`config.mk`:
```
export PLATFORM = sky130hd
export DESIGN_NAME = conv3x3_ctrl
export DESIGN_NICKNAME = d
export VERILOG_FILES = /design/src/rtl/conv3x3_ctrl.sv
export SDC_FILE = /design/constraint.sdc
export NUM_CORES = 1
export LEC_CHECK = 0
export ABC_CLOCK_PERIOD_IN_PS = 1500
export BUFFER_PORTS_ARGS = -buffer_cell sky130_fd_sc_hd__buf_2
export CAP_MARGIN = 20
export CORE_MARGIN = 10
export CORE_UTILIZATION = 55
export CTS_CLUSTER_SIZE = 16
export DETAILED_ROUTE_END_ITERATION = 16
export HOLD_SLACK_MARGIN = 0.08
export PLACE_DENSITY = 0.78
export SYNTH_ARGS = -nofsm -noshare
export SYNTH_HDL_FRONTEND = slang
export SYNTH_SLANG_ARGS = --single-unit
```
`constraint.sdc`:
```
create_clock -name clk -period 1.5 [get_ports clk]
set_input_delay 0.15 -clock clk [delete_from_list [all_inputs] [get_ports clk]]
set_output_delay 0.15 -clock clk [all_outputs]
set_load 0.02 [all_outputs]
```
`src/rtl/conv3x3_ctrl.sv`:
```
// Frame sequencer and two-stage signed 3x3 convolution datapath
// sitting between the window memory read and result write ports.
module conv3x3_ctrl #(
    parameter int IMG_W = 256,
    parameter int IMG_H = 32,
    parameter int CW    = 6,
    parameter int SHIFT = 4
) (
    input  logic            clk,
    input  logic            rst_n,
    input  logic            start,
    input  logic [9*CW-1:0] coef,
    input  logic [7:0]      pixelr1,
    input  logic [7:0]      pixelr2,
    input  logic [7:0]      pixelr3,
    input  logic [7:0]      pixelr4,
    input  logic [7:0]      pixelr5,
    input  logic [7:0]      pixelr6,
    input  logic [7:0]      pixelr7,
    input  logic [7:0]      pixelr8,
    input  logic [7:0]      pixelr9,
    output logic            mem_rst_n,
    output logic            rd,
    output logic            wr,
    output logic [7:0]      pixelw,
    output logic            busy,
    output logic            done
);

    localparam int N    = IMG_W * IMG_H;
    localparam int CNTW = $clog2(N + 1);
    localparam int SW   = 8 + CW + 4;
    localparam logic [CNTW-1:0] LAST = CNTW'(N - 1);
    localparam logic signed [SW-1:0] MAXV = SW'(255);

    typedef enum logic [2:0] {
        IDLE,
        REWIND,
        RUN,
        DRAIN,
        DONE
    } state_t;

    state_t state_q, state_d;
    logic [CNTW-1:0] cnt_q, cnt_d;
    logic rd_q, rd_d;
    logic mrst_q, mrst_d;
    logic busy_q, busy_d;
    logic done_q, done_d;
    logic v0_q, v1_q, wr_q;
    logic signed [SW-1:0] sum_q, sum_c, s_c;
    logic [7:0] pixw_q, pix_c;
    logic [7:0] px [9];

    assign px[0] = pixelr1;
    assign px[1] = pixelr2;
    assign px[2] = pixelr3;
    assign px[3] = pixelr4;
    assign px[4] = pixelr5;
    assign px[5] = pixelr6;
    assign px[6] = pixelr7;
    assign px[7] = pixelr8;
    assign px[8] = pixelr9;

    always_comb begin
        state_d = state_q;
        cnt_d   = cnt_q;
        rd_d    = 1'b0;
        mrst_d  = 1'b1;
        busy_d  = busy_q;
        done_d  = 1'b0;
        unique case (state_q)
            IDLE: begin
                if (start) begin
                    state_d = REWIND;
                    mrst_d  = 1'b0;
                    busy_d  = 1'b1;
                end
            end
            REWIND: begin
                state_d = RUN;
                rd_d    = 1'b1;
                cnt_d   = '0;
            end
            RUN: begin
                cnt_d = cnt_q + 1'b1;
                if (cnt_q == LAST) state_d = DRAIN;
                else rd_d = 1'b1;
            end
            DRAIN: begin
                // wr of the last window is already in flight from v1
                if (!rd_q && !v0_q && !v1_q) begin
                    state_d = DONE;
                    done_d  = 1'b1;
                end
            end
            DONE: begin
                state_d = IDLE;
                busy_d  = 1'b0;
            end
            default: state_d = IDLE;
        endcase
    end

    always_comb begin
        logic signed [SW-1:0] pe, ke;
        sum_c = '0;
        for (int i = 0; i < 9; i++) begin
            pe = {{(SW-8){1'b0}}, px[i]};
            ke = {{(SW-CW){coef[i*CW+CW-1]}}, coef[i*CW +: CW]};
            sum_c = sum_c + pe * ke;
        end
    end

    always_comb begin
        s_c = sum_q >>> SHIFT;
        if (s_c[SW-1]) pix_c = 8'd0;
        else if (s_c > MAXV) pix_c = 8'd255;
        else pix_c = s_c[7:0];
    end

    always_ff @(posedge clk or negedge rst_n) begin
        if (!rst_n) begin
            state_q <= IDLE;
            cnt_q   <= '0;
            rd_q    <= 1'b0;
            mrst_q  <= 1'b1;
            busy_q  <= 1'b0;
            done_q  <= 1'b0;
            v0_q    <= 1'b0;
            v1_q    <= 1'b0;
            wr_q    <= 1'b0;
            sum_q   <= '0;
            pixw_q  <= '0;
        end else begin
            state_q <= state_d;
            cnt_q   <= cnt_d;
            rd_q    <= rd_d;
            mrst_q  <= mrst_d;
            busy_q  <= busy_d;
            done_q  <= done_d;
            v0_q    <= rd_q;
            v1_q    <= v0_q;
            wr_q    <= v1_q;
            if (v0_q) sum_q <= sum_c;
            if (v1_q) pixw_q <= pix_c;
        end
    end

    assign mem_rst_n = mrst_q;
    assign rd        = rd_q;
    assign wr        = wr_q;
    assign pixelw    = pixw_q;
    assign busy      = busy_q;
    assign done      = done_q;

endmodule

```
==> impl_results.md <==
- Status: finished with violations
- Failing checks: setup timing
- # setup viols final: 17
- Cell area after layout: 21300 um^2
- Num ports: approximately 140
- Worst Path Max Fanout: 5
- Vias per Instance: slightly above 5
- Clk sinks: 46
- Final Cycle Share: 4.37
- CP dominant cell by count: fa_1
- Area grow syn2layout: 21.9%
- Drt total wl: approximately 46000 um
- Cells after Synth: between 1.5k and 2k
- Rel. slew slack: 0.604
- Worst slack, placed: -5.43 ns
- CP max-delay cell: fa_1
- RSZ-0062 raised after global routing: yes
- Die area: approximately 39000 um^2
- EDFF count, synth: 0
- Core ar.: roughly 31000 um^2
- Total of max-cap violations: 0
- Skew final: between 0.007 and 0.008 ns
- Min-delay worst type: reg2reg
- Gr usage total: 0.245
- Avg WL per Cell: around 18 um
- Fmax: around 150 MHz
- Synth Area per Inst: 9.54 um^2
- Total global routing overflow: 0
- # diodes: 0
- Initial Utilization: 0.555
- CTS Buffer Depth: 2
- Count of cell types in the netlist: 52
- Residual DRC: 0
- Critical Path Start Type: input pin
- H-tree lvl count: 2
- Ratio of cells with drive above 1 in the final layout: 0.257
- Warnings, synthesis: 0
- Crit path kind: in2reg
- Syn nets: 2557
- Placer Congestion: around 0.93
- Row cnt: 65
- Via count: 13.1k
- Clock transition at path regs: roughly 0.07 ns
- CTS buffer count: 5
- Global-route wire length before repair: around 76000 um
- Worst EP arrival: 6.73 ns
- DRT iter0 DRCs: ~640
- Asr flop ratio synth: 1.00
- Critical Path RT: about 1.7 ns
- Later-pin clock latency in the skew report: 0.29 ns
- TritonCTS clock tree: built
- Slew Limit Fails: 0
- TritonRoute pass-1 iters: 7
- Height of the chip: a little under 200 um
- DP HPWL: roughly 41000 um
- Synth Register Bits: 46
- Max incr delay on CP: approximately 0.55 ns
- Slack of the critical path: -5.05 ns
- Final hold vios: 0
- CP delay by family, top: adder cells
- Setup TNS Final: -67.93 ns
- Buf+Inv Stages, Crit Path: 6
- Tightest Pin Transition: 0.595 ns
- Critical-path cell list: buf_8, and2_4, fa_1, fa_1, inv_2, fa_1, fa_2, fa_1, inv_1, fa_1, fa_1, inv_1, fa_1, inv_2, fa_1, inv_2, fa_2, nor2b_4, o31a_1, a2bb2oi_2, a21oi_2, xnor2_1, mux2_4
- Tmin final: about 6.6 ns
- Clock root buffer: clkbuf_16
- Post-route ant nets: 0
- CP Capture Type: flip-flop
- Synth Flop Type: dfrtp_1
- Die Span X: approximately 200 um
- Layout Nets: a little under 3k
- Internal reg-to-reg setup slack: -0.07 ns
- Mapped Area: about 17000 um^2
- Sequential fraction of the synthesis area: 0.0659
- I/O Buffers: roughly 140
- Vias in the first global route: 15.1k
- Initial antenna violation count: 0
- Dpl cell area: 20300 um^2
- Largest net degree at the start of global routing: 47
- Hold WS: 0.397 ns
- Most frequent cells in the layout: inv_1 (502), fa_1 (387), buf_4 (213), and2_1 (201), ha_1 (158)
- Most common cell after layout, fill and taps aside: inv_1
-- per-stage QoR --
stage	std cells	utilization
final	2584	0.677
after global placement	2557	0.644
after detailed placement	2557	0.644
after floorplan	1831	-
after global routing	2584	0.677
after CTS	2576	0.664
-- metal layers --
| metal | vias to the layer above | routed length, um | share of wire | GRT usage |
|---|---|---|---|---|
| met1 | 6636 | 18700 | 0.40 | 0.302 |
| li1 | 5986 | - | - | - |
| met2 | 347 | 23500 | 0.51 | 0.430 |
| met3 | 89 | 2270 | 0.049 | 0.0306 |
| met4 | 0 | 1790 | 0.039 | 0.0877 |
| met5 | - | 0 | 0 | 0 |
-- final cells by class --
type | count | area (um^2)
clock buffer | 5 | 125
clock inverter | 3 | 23.8
fill | 2409 | 10200
inverter | 545 | 2060
multi-input combinational | 1234 | 14900
sequential | 46 | 1150
tap | 402 | 503
timing repair buffer | 349 | 2570
-- final timing paths --
| check | start | end | cells past startpoint |
|---|---|---|---|
| max reg2reg | cnt_q[1] | state_q[0] | 7 |
| max | coef[48] | sum_q[13] | 23 |
| min in group asynchronous | rst_n | pixelw[1] | 3 |
| min reg2reg | rd | v0_q | 0 |
| max in group asynchronous | rst_n | cnt_q[6] | 3 |
| min | rd | v0_q | 0 |
-- registers in the layout, summed over array words and instances, names as in the netlist --
signal and count:
sum_q 14, done 1, mem_rst_n 1, pixelw 8, state_q 3, cnt_q 14, wr 1, busy 1
v0_q 1, rd 1, v1_q 1
-- repair_timing --
action,in CTS,in global routing
pin swaps,51,51
resized for setup,144,113
endpoints found under the setup margin,17,28
endpoints found under the hold margin,46,0
buffers inserted,9,10
hold buffers,2,0
-- cells in the mapped netlist, drive strengths merged (2+ instances only) --
cell type  number  area, um^2
inv           544        2040
fa            425        8510
and2          229        1430
ha            172        2150
nand2         167         627
nor2           57         214
dfrtp          45        1130
nand2b         35         219
o21ai          22         110
xnor2          17         149
a21oi          15        78.8
mux2           14         161
nor2b          11        68.8
a21o            7        53.8
and3            6        37.5
clkbuf          6        22.5
nand3           5        25.0
nor3            5        25.0
o31ai           5        37.5
mux2i           4        40.0
o211ai          4        30.0
a31oi           3        18.8
o2111ai         3        26.3
xor2            3        26.3
a211oi          2        20.0
a21boi          2        15.0
and4            2        17.5
o311ai          2        17.5
or3b            2        17.5
or4             2        18.8
-- cell families (layout without fill, tap and decap cells) --
family / after synthesis / count (layout) / synth area share
AO/OA/AOI/OAI: 70 / 70 / 0.0261
XOR/XNOR: 20 / 20 / 0.0100
adder cells (fa/ha/maj): 597 / 597 / 0.610
buffers and inverters: 551 / 902 / 0.118
flip-flops: 46 / 46 / 0.0659
multiplexers: 18 / 18 / 0.0115
AND/OR/NAND/NOR: 529 / 529 / 0.158
Power is not shown: default switching activity piles up to over one toggle a cycle in this logic, so the estimate is an artifact.
